===== src/rtl/div_pkg.sv =====
// rtl/div_pkg.sv - shared types and constants for the divider job feeder
package div_pkg;

    // Default operand/answer width; matches the divider's data_A/data_B/answer
    localparam int DIV_WIDTH = 10;

    // Feeder control states
    typedef enum logic [1:0] {
        ST_INIT  = 2'd0,
        ST_IDLE  = 2'd1,
        ST_ISSUE = 2'd2,
        ST_WAIT  = 2'd3
    } feeder_state_e;

    // One result as presented to the consumer
    typedef struct packed {
        logic [DIV_WIDTH-1:0] q;
        logic                 ovf;
        logic                 dvz;
        logic                 err;
    } div_res_t;

    // Result produced when the watchdog gives up on the divider
    function automatic div_res_t watchdog_res();
        div_res_t r;
        r     = '0;
        r.err = 1'b1;
        return r;
    endfunction

endpackage


===== src/rtl/job_fifo.sv =====
// rtl/job_fifo.sv - small register-based operand FIFO, pointers wrap mod DEPTH
module job_fifo #(
    parameter int W     = 20,
    parameter int DEPTH = 4
) (
    input  logic                         clk,
    input  logic                         rst_n,
    input  logic                         push,
    input  logic                         pop,
    input  logic [W-1:0]                 wdata,
    output logic [W-1:0]                 rdata,
    output logic                         full,
    output logic                         empty,
    output logic [$clog2(DEPTH+1)-1:0]   count
);

    localparam int PTR_W = $clog2(DEPTH);
    localparam int CNT_W = $clog2(DEPTH+1);

    logic [W-1:0]     mem_q [DEPTH];
    logic [W-1:0]     mem_d [DEPTH];
    logic [PTR_W-1:0] wr_q, wr_d;
    logic [PTR_W-1:0] rd_q, rd_d;
    logic [CNT_W-1:0] count_q, count_d;
    logic             do_push, do_pop;

    // Full/empty come from the registered count, so a pop never frees a slot
    // for a push in the same cycle
    assign full  = (count_q == CNT_W'(DEPTH));
    assign empty = (count_q == '0);
    assign count = count_q;
    assign rdata = mem_q[rd_q];

    // Next-state for storage, pointers and occupancy
    always_comb begin
        mem_d   = mem_q;
        wr_d    = wr_q;
        rd_d    = rd_q;
        count_d = count_q;
        do_push = push && !full;
        do_pop  = pop && !empty;
        if (do_push) begin
            mem_d[wr_q] = wdata;
            wr_d        = wr_q + PTR_W'(1);
        end
        if (do_pop) begin
            rd_d = rd_q + PTR_W'(1);
        end
        case ({do_push, do_pop})
            2'b10:   count_d = count_q + CNT_W'(1);
            2'b01:   count_d = count_q - CNT_W'(1);
            default: count_d = count_q;
        endcase
    end

    // State registers
    always_ff @(posedge clk or negedge rst_n) begin
        if (!rst_n) begin
            for (int i = 0; i < DEPTH; i++) begin
                mem_q[i] <= '0;
            end
            wr_q    <= '0;
            rd_q    <= '0;
            count_q <= '0;
        end else begin
            mem_q   <= mem_d;
            wr_q    <= wr_d;
            rd_q    <= rd_d;
            count_q <= count_d;
        end
    end

endmodule


===== src/rtl/div_job_feeder.sv =====
// rtl/div_job_feeder.sv - operand FIFO + single-issue shell around the divider (watchdog: DIV_FEEDER_TIMEOUT_EN)
module div_job_feeder
    import div_pkg::*;
#(
    parameter int WIDTH   = DIV_WIDTH,
    parameter int DEPTH   = 4,
    parameter int TIMEOUT = 64
) (
    input  logic             clk,
    input  logic             rst_n,
    input  logic             in_valid,
    output logic             in_ready,
    input  logic [WIDTH-1:0] in_a,
    input  logic [WIDTH-1:0] in_b,
    output logic             div_sclr,
    output logic             div_start,
    output logic [WIDTH-1:0] div_data_a,
    output logic [WIDTH-1:0] div_data_b,
    input  logic             div_busy,
    input  logic             div_valid,
    input  logic [WIDTH-1:0] div_answer,
    input  logic             div_ovf,
    input  logic             div_dvz,
    output logic             out_valid,
    input  logic             out_ready,
    output logic [WIDTH-1:0] out_q,
    output logic             out_ovf,
    output logic             out_dvz,
    output logic             out_err
);

    localparam int CNT_W = $clog2(DEPTH+1);

    feeder_state_e      state_q, state_d;
    logic [WIDTH-1:0]   data_a_q, data_a_d;
    logic [WIDTH-1:0]   data_b_q, data_b_d;
    div_res_t           res_q, res_d;
    logic               out_valid_q, out_valid_d;

    logic               push, pop;
    logic               fifo_full, fifo_empty;
    logic [CNT_W-1:0]   fifo_count;
    logic [2*WIDTH-1:0] fifo_head;
    logic               drain;

`ifdef DIV_FEEDER_TIMEOUT_EN
    localparam int WD_W = $clog2(TIMEOUT+1);
    logic [WD_W-1:0]    wd_q, wd_d;
`endif

    job_fifo #(
        .W     (2*WIDTH),
        .DEPTH (DEPTH)
    ) u_fifo (
        .clk   (clk),
        .rst_n (rst_n),
        .push  (push),
        .pop   (pop),
        .wdata ({in_a, in_b}),
        .rdata (fifo_head),
        .full  (fifo_full),
        .empty (fifo_empty),
        .count (fifo_count)
    );

    // Producer side stays closed during INIT so nothing lands before the divider is cleared
    assign in_ready   = (state_q != ST_INIT) && (fifo_count != CNT_W'(DEPTH));
    assign push       = in_valid && in_ready && !fifo_full;
    assign drain      = out_valid_q && out_ready;

    assign div_data_a = data_a_q;
    assign div_data_b = data_b_q;
    assign out_valid  = out_valid_q;
    assign out_q      = res_q.q;
    assign out_ovf    = res_q.ovf;
    assign out_dvz    = res_q.dvz;
    assign out_err    = res_q.err;

    // Control FSM: issue one job at a time, capture its result, hold it for the consumer
    always_comb begin
        state_d     = state_q;
        data_a_d    = data_a_q;
        data_b_d    = data_b_q;
        res_d       = res_q;
        out_valid_d = out_valid_q;
        pop         = 1'b0;
        div_start   = 1'b0;
        div_sclr    = 1'b0;
`ifdef DIV_FEEDER_TIMEOUT_EN
        wd_d        = wd_q;
`endif
        if (drain) begin
            out_valid_d = 1'b0;
        end
        case (state_q)
            ST_INIT: begin
                div_sclr = 1'b1;
                state_d  = ST_IDLE;
            end
            ST_IDLE: begin
                // A result being drained this cycle frees the output slot for the next job
                if (!fifo_empty && !div_busy && (!out_valid_q || out_ready)) begin
                    {data_a_d, data_b_d} = fifo_head;
                    state_d              = ST_ISSUE;
                end
            end
            ST_ISSUE: begin
                div_start = 1'b1;
                pop       = 1'b1;
                state_d   = ST_WAIT;
`ifdef DIV_FEEDER_TIMEOUT_EN
                wd_d      = '0;
`endif
            end
            ST_WAIT: begin
                if (div_valid) begin
                    res_d.q     = div_answer;
                    res_d.ovf   = div_ovf;
                    res_d.dvz   = div_dvz;
                    res_d.err   = 1'b0;
                    out_valid_d = 1'b1;
                    state_d     = ST_IDLE;
                end
`ifdef DIV_FEEDER_TIMEOUT_EN
                else if (wd_q == WD_W'(TIMEOUT)) begin
                    // Divider is presumed hung: report an error result and clear it
                    res_d       = watchdog_res();
                    out_valid_d = 1'b1;
                    div_sclr    = 1'b1;
                    state_d     = ST_IDLE;
                end else begin
                    wd_d = wd_q + WD_W'(1);
                end
`endif
            end
            default: begin
                state_d = ST_INIT;
            end
        endcase
    end

    // State and output registers
    always_ff @(posedge clk or negedge rst_n) begin
        if (!rst_n) begin
            state_q     <= ST_INIT;
            data_a_q    <= '0;
            data_b_q    <= '0;
            res_q       <= '0;
            out_valid_q <= 1'b0;
        end else begin
            state_q     <= state_d;
            data_a_q    <= data_a_d;
            data_b_q    <= data_b_d;
            res_q       <= res_d;
            out_valid_q <= out_valid_d;
        end
    end

`ifdef DIV_FEEDER_TIMEOUT_EN
    // Watchdog counter for WAIT
    always_ff @(posedge clk or negedge rst_n) begin
        if (!rst_n) begin
            wd_q <= '0;
        end else begin
            wd_q <= wd_d;
        end
    end
`endif

endmodule


===== config.mk =====
export PLATFORM = sky130hd
export DESIGN_NAME = div_job_feeder
export DESIGN_NICKNAME = d
export VERILOG_FILES = /design/src/rtl/div_pkg.sv /design/src/rtl/job_fifo.sv /design/src/rtl/div_job_feeder.sv
export SDC_FILE = /design/constraint.sdc
export NUM_CORES = 1
export LEC_CHECK = 0
export CORE_ASPECT_RATIO = 0.8
export CORE_MARGIN = 4
export CORE_UTILIZATION = 48
export CTS_BUF_LIST = sky130_fd_sc_hd__clkbuf_8
export CTS_CLUSTER_SIZE = 24
export DETAILED_ROUTE_END_ITERATION = 16
export PLACE_DENSITY = 0.71
export SKIP_LAST_GASP = 1
export SLEW_MARGIN = 10
export SYNTH_ARGS = -nofsm -noshare
export SYNTH_HDL_FRONTEND = slang
export SYNTH_SLANG_ARGS = --single-unit

===== constraint.sdc =====
create_clock -name clk -period 4.49 [get_ports clk]
set_clock_uncertainty 0.2 [all_clocks]
set_input_delay 0.898 -clock clk [delete_from_list [all_inputs] [get_ports clk]]
set_output_delay 0.898 -clock clk [all_outputs]
set_load 0.005 [all_outputs]

==> reports/qor.yml <==
fill_cells: 815
hpwl_mm: 6.38
rows: 34
hold_viol: 0
final-setup-viol-count: 0
synth_cells: 322
clk-insertion-delay-late_ns: 0.42
async_reset_ff_share_pct: 100
drt_first_pass_iters: 7
p_switching_w: 0.00139
status: "completed"
slew_headroom_pct: 31.0
rsz0062_at_grt: "false"
diodes: 0
syn_area_mm2: 0.00550
synth_cell_types: 30
crit_end: "in_ready"
core-area_mm2: 0.0110
drc: 0
required_ns: 3.39
syn-num-nets: 371
grt_max_degree: 71
reg2reg_to: "u_fifo.count[1]"
endpoint_kind: "primary output"
synth_common_cells: "dfrtp_1, mux2_2, mux2_4"
routed_wl_mm: 9.95
portBuffers: 73
antenna_found_initial: 0
tns_ns: 0
grt_pass1_vias: 3226
num_vias: 2946
powerDensity_mw_per_mm2: 735
grt_pass1_wl_mm: 16.8
yosys_most_used_dff: "dfrtp_1"
multiInputGateArea_mm2: 0.00225
cts_buffers: 17
crit_start: "state_q[0]"
internal_power_w: 0.00351
seqPwrFrac_pct: 41.1
initial_core_util_pct: 49.9
yosys_warnings: 0
hold_class: "in -> async"
synth_edf_count: 0
area_growth_pct: 21.2
ctsHoldBuffers: 0
synth_top_cell_by_area: "dfrtp_1"
worst-r2r-cell-count: 9
die_x_um: 128
worstPathArrival_ns: 1.82
routed_via_density: 5.29
ys_ff_latch: 122
gp_congestion: 0.703
cts_resized: 0
slew_viol_final: 0
r2r_slack_ns: 2.05
die_h_um: 104
yosys.cell_count.top_type: "dfrtp_1"
synth-seq-area-share_pct: 55.5
cts_buffer_depth: 2
cts_num_sinks: 122
grt.total_usage_pct: 16.2
cpMaxStageDelayCell: "clkdlybuf4s50_1"
path_class: "reg -> out"
num-nets-final: 450
switching_share_pct: 28.3
vdd_ir_drop_max_uv: 334
synth_top_area_share_pct: 55.5
overflow: 0
clock.fmax_mhz: 343
reg2reg_from: "state_q[0]"
ioPinCount: 75
die-area_mm2: 0.0132
post_route_cells_drive_above_1_share_pct: 39.0
cpPeakStageDelay_ns: 0.52
drv_cap: 0
synth_area_leaders: "dfrtp_1, mux2_2, mux2_4, mux4_1, mux4_2"
clkTransAtPathRegs_ns: 0.07
htree_levels: 4
regArea_mm2: 0.00305
period_needed_ns: 2.92
final_util_pct: 60.5
fin_crit_sh_pct: 65.0
wire_per_inst_um: 17.9
combPwrFrac_pct: 39.9
postSynthAreaPerCell_um2: 17.1
drtIter0Drc: 177
p_leak_nw: 2.97
antenna_left: 0
root_buffer: "clkbuf_8"
worst_pin_slew_ns: 1.04
tritoncts: "yes"
post-cts-setup-buffers: 0
start_kind: "flip-flop"
power.share.clock_pct: 19.1
crit_fanout: 4
crit_chain: "inv_1 > ha_1 > a21oi_1 > clkdlybuf4s50_1"
power groups by stage:
stage	Combinational, W	Sequential, W	Clock [W]
floorplan	0.00146	0.00191	0
global placement	0.00193	0.00200	0
detailed placement	0.00198	0.00203	0
CTS	0.00199	0.00202	0.000957
global route	0.00212	0.00209	0.00101
finish	0.00195	0.00201	0.000933
sequential cells by signal, summed over array words and instances, names as in the netlist:
name          count
state_q           2
out_q            10
out_ovf           1
u_fifo.count      3
u_fifo.mem_q     80
u_fifo.wr_q       2
u_fifo.rd_q       2
out_dvz           1
out_valid         1
div_data_a       10
div_data_b       10
cell families (layout without fill, tap and decap cells):
kind of cell | count (synthesis) | after routing | share of synthesized area [%]
adder cells (fa/ha/maj) | 11 | 11 | 2.64
other | 1 | 1 | 0.0682
AND/OR/NAND/NOR | 15 | 15 | 1.93
buffers and inverters | 26 | 117 | 3.50
AO/OA/AOI/OAI | 7 | 7 | 0.955
XOR/XNOR | 6 | 6 | 0.956
multiplexers | 134 | 134 | 34.4
flip-flops | 122 | 122 | 55.5
layout by cell type (no fill, tap or decap), drive strengths merged, types with 4 or more instances in the layout:
cell type      synthesis  layout
clkbuf                 2      20
mux2                 113     113
clkinv                 0       6
nand2                  8       8
inv                   10      13
clkdlybuf4s50          0      72
ha                    10      10
mux4                  20      20
buf                   14       4
dfrtp                122     122
worst min-delay path by stage:
stage / from / to / cells past startpoint
after floorplan: u_fifo.mem_q[41] / u_fifo.mem_q[41] / 1
after global placement: u_fifo.mem_q[10] / u_fifo.mem_q[10] / 1
after detailed placement: u_fifo.mem_q[51] / u_fifo.mem_q[51] / 1
after CTS: u_fifo.mem_q[51] / u_fifo.mem_q[51] / 1
after global routing: u_fifo.mem_q[65] / u_fifo.mem_q[65] / 1
final: rst_n / div_data_b[7] / 1
critical path, delay by kind of cell, from the launching register on:
kind | cells | cell delay [ns]
AOI/OAI and AO/OA | 1 | 0.13
DFF | 1 | 0.41
buffers and inverters | 2 | 0.62
adders and majority gates | 1 | 0.24
per-stage QoR:
step	hold slack [ns]	cell area (um^2)	setup slack (ns)	power (W)	std cells
2_1_floorplan	0.270	5500	2.13	0.00337	322
3_3_place_gp	0.280	6290	1.58	0.00393	526
3_5_place_dp	0.285	6290	1.50	0.00401	526
4_1_cts	0.300	6670	1.54	0.00496	557
5_1_grt	0.305	6670	1.45	0.00522	557
6_report	0.296	6670	1.57	0.00490	557
layer usage:
metal / vias up / routed length, um / global-route usage, %
li1: 1335 / - / -
met1: 1535 / 4460 / 21.5
met3: 15 / 456 / 4.89
met2: 61 / 4900 / 25.5
met5: - / 0 / 0
met4: 0 / 131 / 5.68
cell type report:
| class | count | share of cell area, % |
|---|---|---|
| Inverter | 10 | 0.563 |
| Timing Repair Buffer | 76 | 11.4 |
| Tap cell | 144 | 2.70 |
| Multi-Input combinational cell | 174 | 33.8 |
| Clock buffer | 20 | 4.13 |
| Clock inverter | 11 | 1.58 |
| Sequential cell | 122 | 45.8 |
No activity file was read; power rests on OpenSTA's default activity.
==> patch: new RTL, config.mk and constraints unchanged <==
`DEPTH` is set to 4 in 2 places; all go to 8.
--- a/src/rtl/job_fifo.sv
+++ b/src/rtl/job_fifo.sv
@@ -1,7 +1,7 @@
 // rtl/job_fifo.sv - small register-based operand FIFO, pointers wrap mod DEPTH
 module job_fifo #(
     parameter int W     = 20,
-    parameter int DEPTH = 4
+    parameter int DEPTH = 8
 ) (
     input  logic                         clk,
     input  logic                         rst_n,
--- a/src/rtl/div_job_feeder.sv
+++ b/src/rtl/div_job_feeder.sv
@@ -3,7 +3,7 @@
     import div_pkg::*;
 #(
     parameter int WIDTH   = DIV_WIDTH,
-    parameter int DEPTH   = 4,
+    parameter int DEPTH   = 8,
     parameter int TIMEOUT = 64
 ) (
     input  logic             clk,
Behaviour: not the same (a bounded check fails within 10 cycles, from zero or initial values and one cycle with rst_n low).
==> patch against the unedited design <==
Routed wire length increased by 87%; hold slack lost 0.039 ns; non-clock buffer count rose by 13; sequential cell count grew 83; critical path depth is 6 higher; setup slack worse by 0.23 ns; sequential power rose by 67%; power grew 62%; die area rose by 60%; final area rose by 60%; synthesized cell count grew 78%; area after synthesis is 65% higher; critical path type is now primary input to flip-flop; largest cell class unchanged; largest power group unchanged; highest routed layer is now met5.
==> patch: results (changes against the unedited design) <==
Global route
  • Met2 Track Usage GR: 29.9% (+4.4 points)
  • Antenna violations before repair: 1 (+1)
  • Gr usage total: 18.6% (+2.4 points)
  • GRT met3 Usage: 4.14% (-0.75 points)
  • Largest net degree at the start of global routing: 106 (+49%)
  • Wire length of the first global-routing pass: 30700 um (+83%)
  • Vias in the first global route: 5573 (+73%)
  • Met1 usage: 25.6% (+4.1 points)

Routing
  • Drt pass-1 iters: 6 (-1)
  • DR vias/cell: 5.46 (+3.2%)
  • Initial DRC Count: 267 (+51%)
  • WL/cell: 19.8 um (+11%)

Clock network
  • Skew-Pair Late Insertion Delay: 0.51 ns (+0.09 ns)
  • TritonCTS Buffers: 34 (+17)
  • H-tree depth: 2 (-2)
  • CTS Buffer Depth: 3 (+1)

Logic synthesis
  • Post-synth top cells: dfrtp_1, mux2_2, mux4_2, nor2_1
  • Syn nets: 622 (+68%)
  • Netlist cell types: 35 (+17%)
  • Area contributors post-synth: dfrtp_1, mux2_2, mux4_2, mux2i_1, ha_1
  • Syn avg cell area: 15.8 sq um (-7.4%)

Final layout
  • Largest register FFs: 160 (+100%)
  • Share of layout cells above drive strength 1: 40.9% (+2.0 points)
  • Post-Layout Cell Count: 937 (+68%)
  • Nets: 709 (+58%)
  • Fillers: 1442 (+77%)

Status
  • Run status: completed

Placement
  • Placed inst area: 10100 sq um (+60%)
  • RD Place Congestion: 0.743 (+5.7%)
  • DP Cell Count: 878 (+67%)
  • Post-DP HPWL: 11500 um (+80%)

Setup path
  • Data arrival, critical path: 3.32 ns (+1.50 ns)
  • Crit path max fanout: 12 (+8)

Timing
  • Slew margin rel.: 43.2% (+12 points)

Power and ir drop
  • Leakage Power: 0.00460 uW (+55%)
  • Peak supply drop: 0.268 mV (-20%)
  • Sw Share: 30.5% (+2.2 points)
==> patch: changes by cell type in the layout (fill, tap and decap cells not counted), sizes merged, moves of 4 or more <==
cell and delta:
mux2i +21, a21oi +20, mux2 +63, inv +9
mux4 +20, clkinv -4, nand2 -5, buf +12
clkbuf +20, nor2 +21, dfrtp +83
==> patch: layout make-up <==
class / count / area share, %
multi-input cells: 327 / 34.9
flip-flops and latches: 205 / 48.1
inverters: 4 / 0.141
repair buffers: 89 / 8.12
clock buffers: 39 / 5.03
well taps: 253 / 2.97
clock inverters: 20 / 0.727
==> patch: path summary, 6_finish.rpt <==
| path | startpoint | endpoint | slack [ns] | cells past startpoint |
|---|---|---|---|---|
| worst max-delay path | in_valid | u_fifo.count[2] | 1.34 | 10 |
| worst min-delay path | rst_n | out_q[3] | 0.26 | 1 |
| worst max register to register | state_q[0] | u_fifo.count[2] | 1.40 | 11 |
| worst min register to register | u_fifo.mem_q[9] | u_fifo.mem_q[9] | 0.30 | 1 |
| max in group asynchronous | rst_n | u_fifo.mem_q[17] | 2.83 | 2 |
| min in group clk | u_fifo.mem_q[9] | u_fifo.mem_q[9] | 0.30 | 1 |
==> patch: cells by family (layout without fill, tap and decap cells) <==
kind of cell	Yosys count	after routing	share of synthesized area [%]
compound gates	26	26	1.49
xor+xnor	9	9	0.868
fa+ha+maj	10	10	1.38
buf+inv	42	152	2.49
flops	205	205	56.5
mux	238	238	34.2
other cells	1	1	0.0413
simple gates	43	43	3.03
==> patch: stage by stage <==
step	setup WS (ns)	total power [uW]	util, %
2_1_floorplan	1.83	5500	-
4_1_cts	1.37	8040	58.2
3_3_place_gp	0.978	6330	54.9
6_report	1.34	7930	58.2
3_5_place_dp	0.833	6520	54.9
5_1_grt	1.20	8490	58.2
==> patch: worst max-delay path: stages <==
cell	delay [ns]
clkdlybuf4s50_1	0.46
nor3b_2	0.61
inv_1	0.17
ha_1	0.29
xor2_1	0.19
ha_1	0.19
a21oi_1	0.14
xor2_1	0.16
nor2_1	0.07
xor2_1	0.14
==> patch: layer usage <==
metal  vias up  share of wire (%)
met4         2                2.2
met3        41                5.3
met2       127                 47
li1       2282                  -
met5         -              0.070
met1      2664                 46
==> patch: power groups by stage <==
stage / Sequential (uW) / Clock [uW] / Combinational (uW)
after global routing: 3490 / 1620 / 3380
after CTS: 3360 / 1540 / 3150
final: 3360 / 1490 / 3080
after global placement: 3290 / 0 / 3030
after floorplan: 3170 / 0 / 2330
after detailed placement: 3390 / 0 / 3130
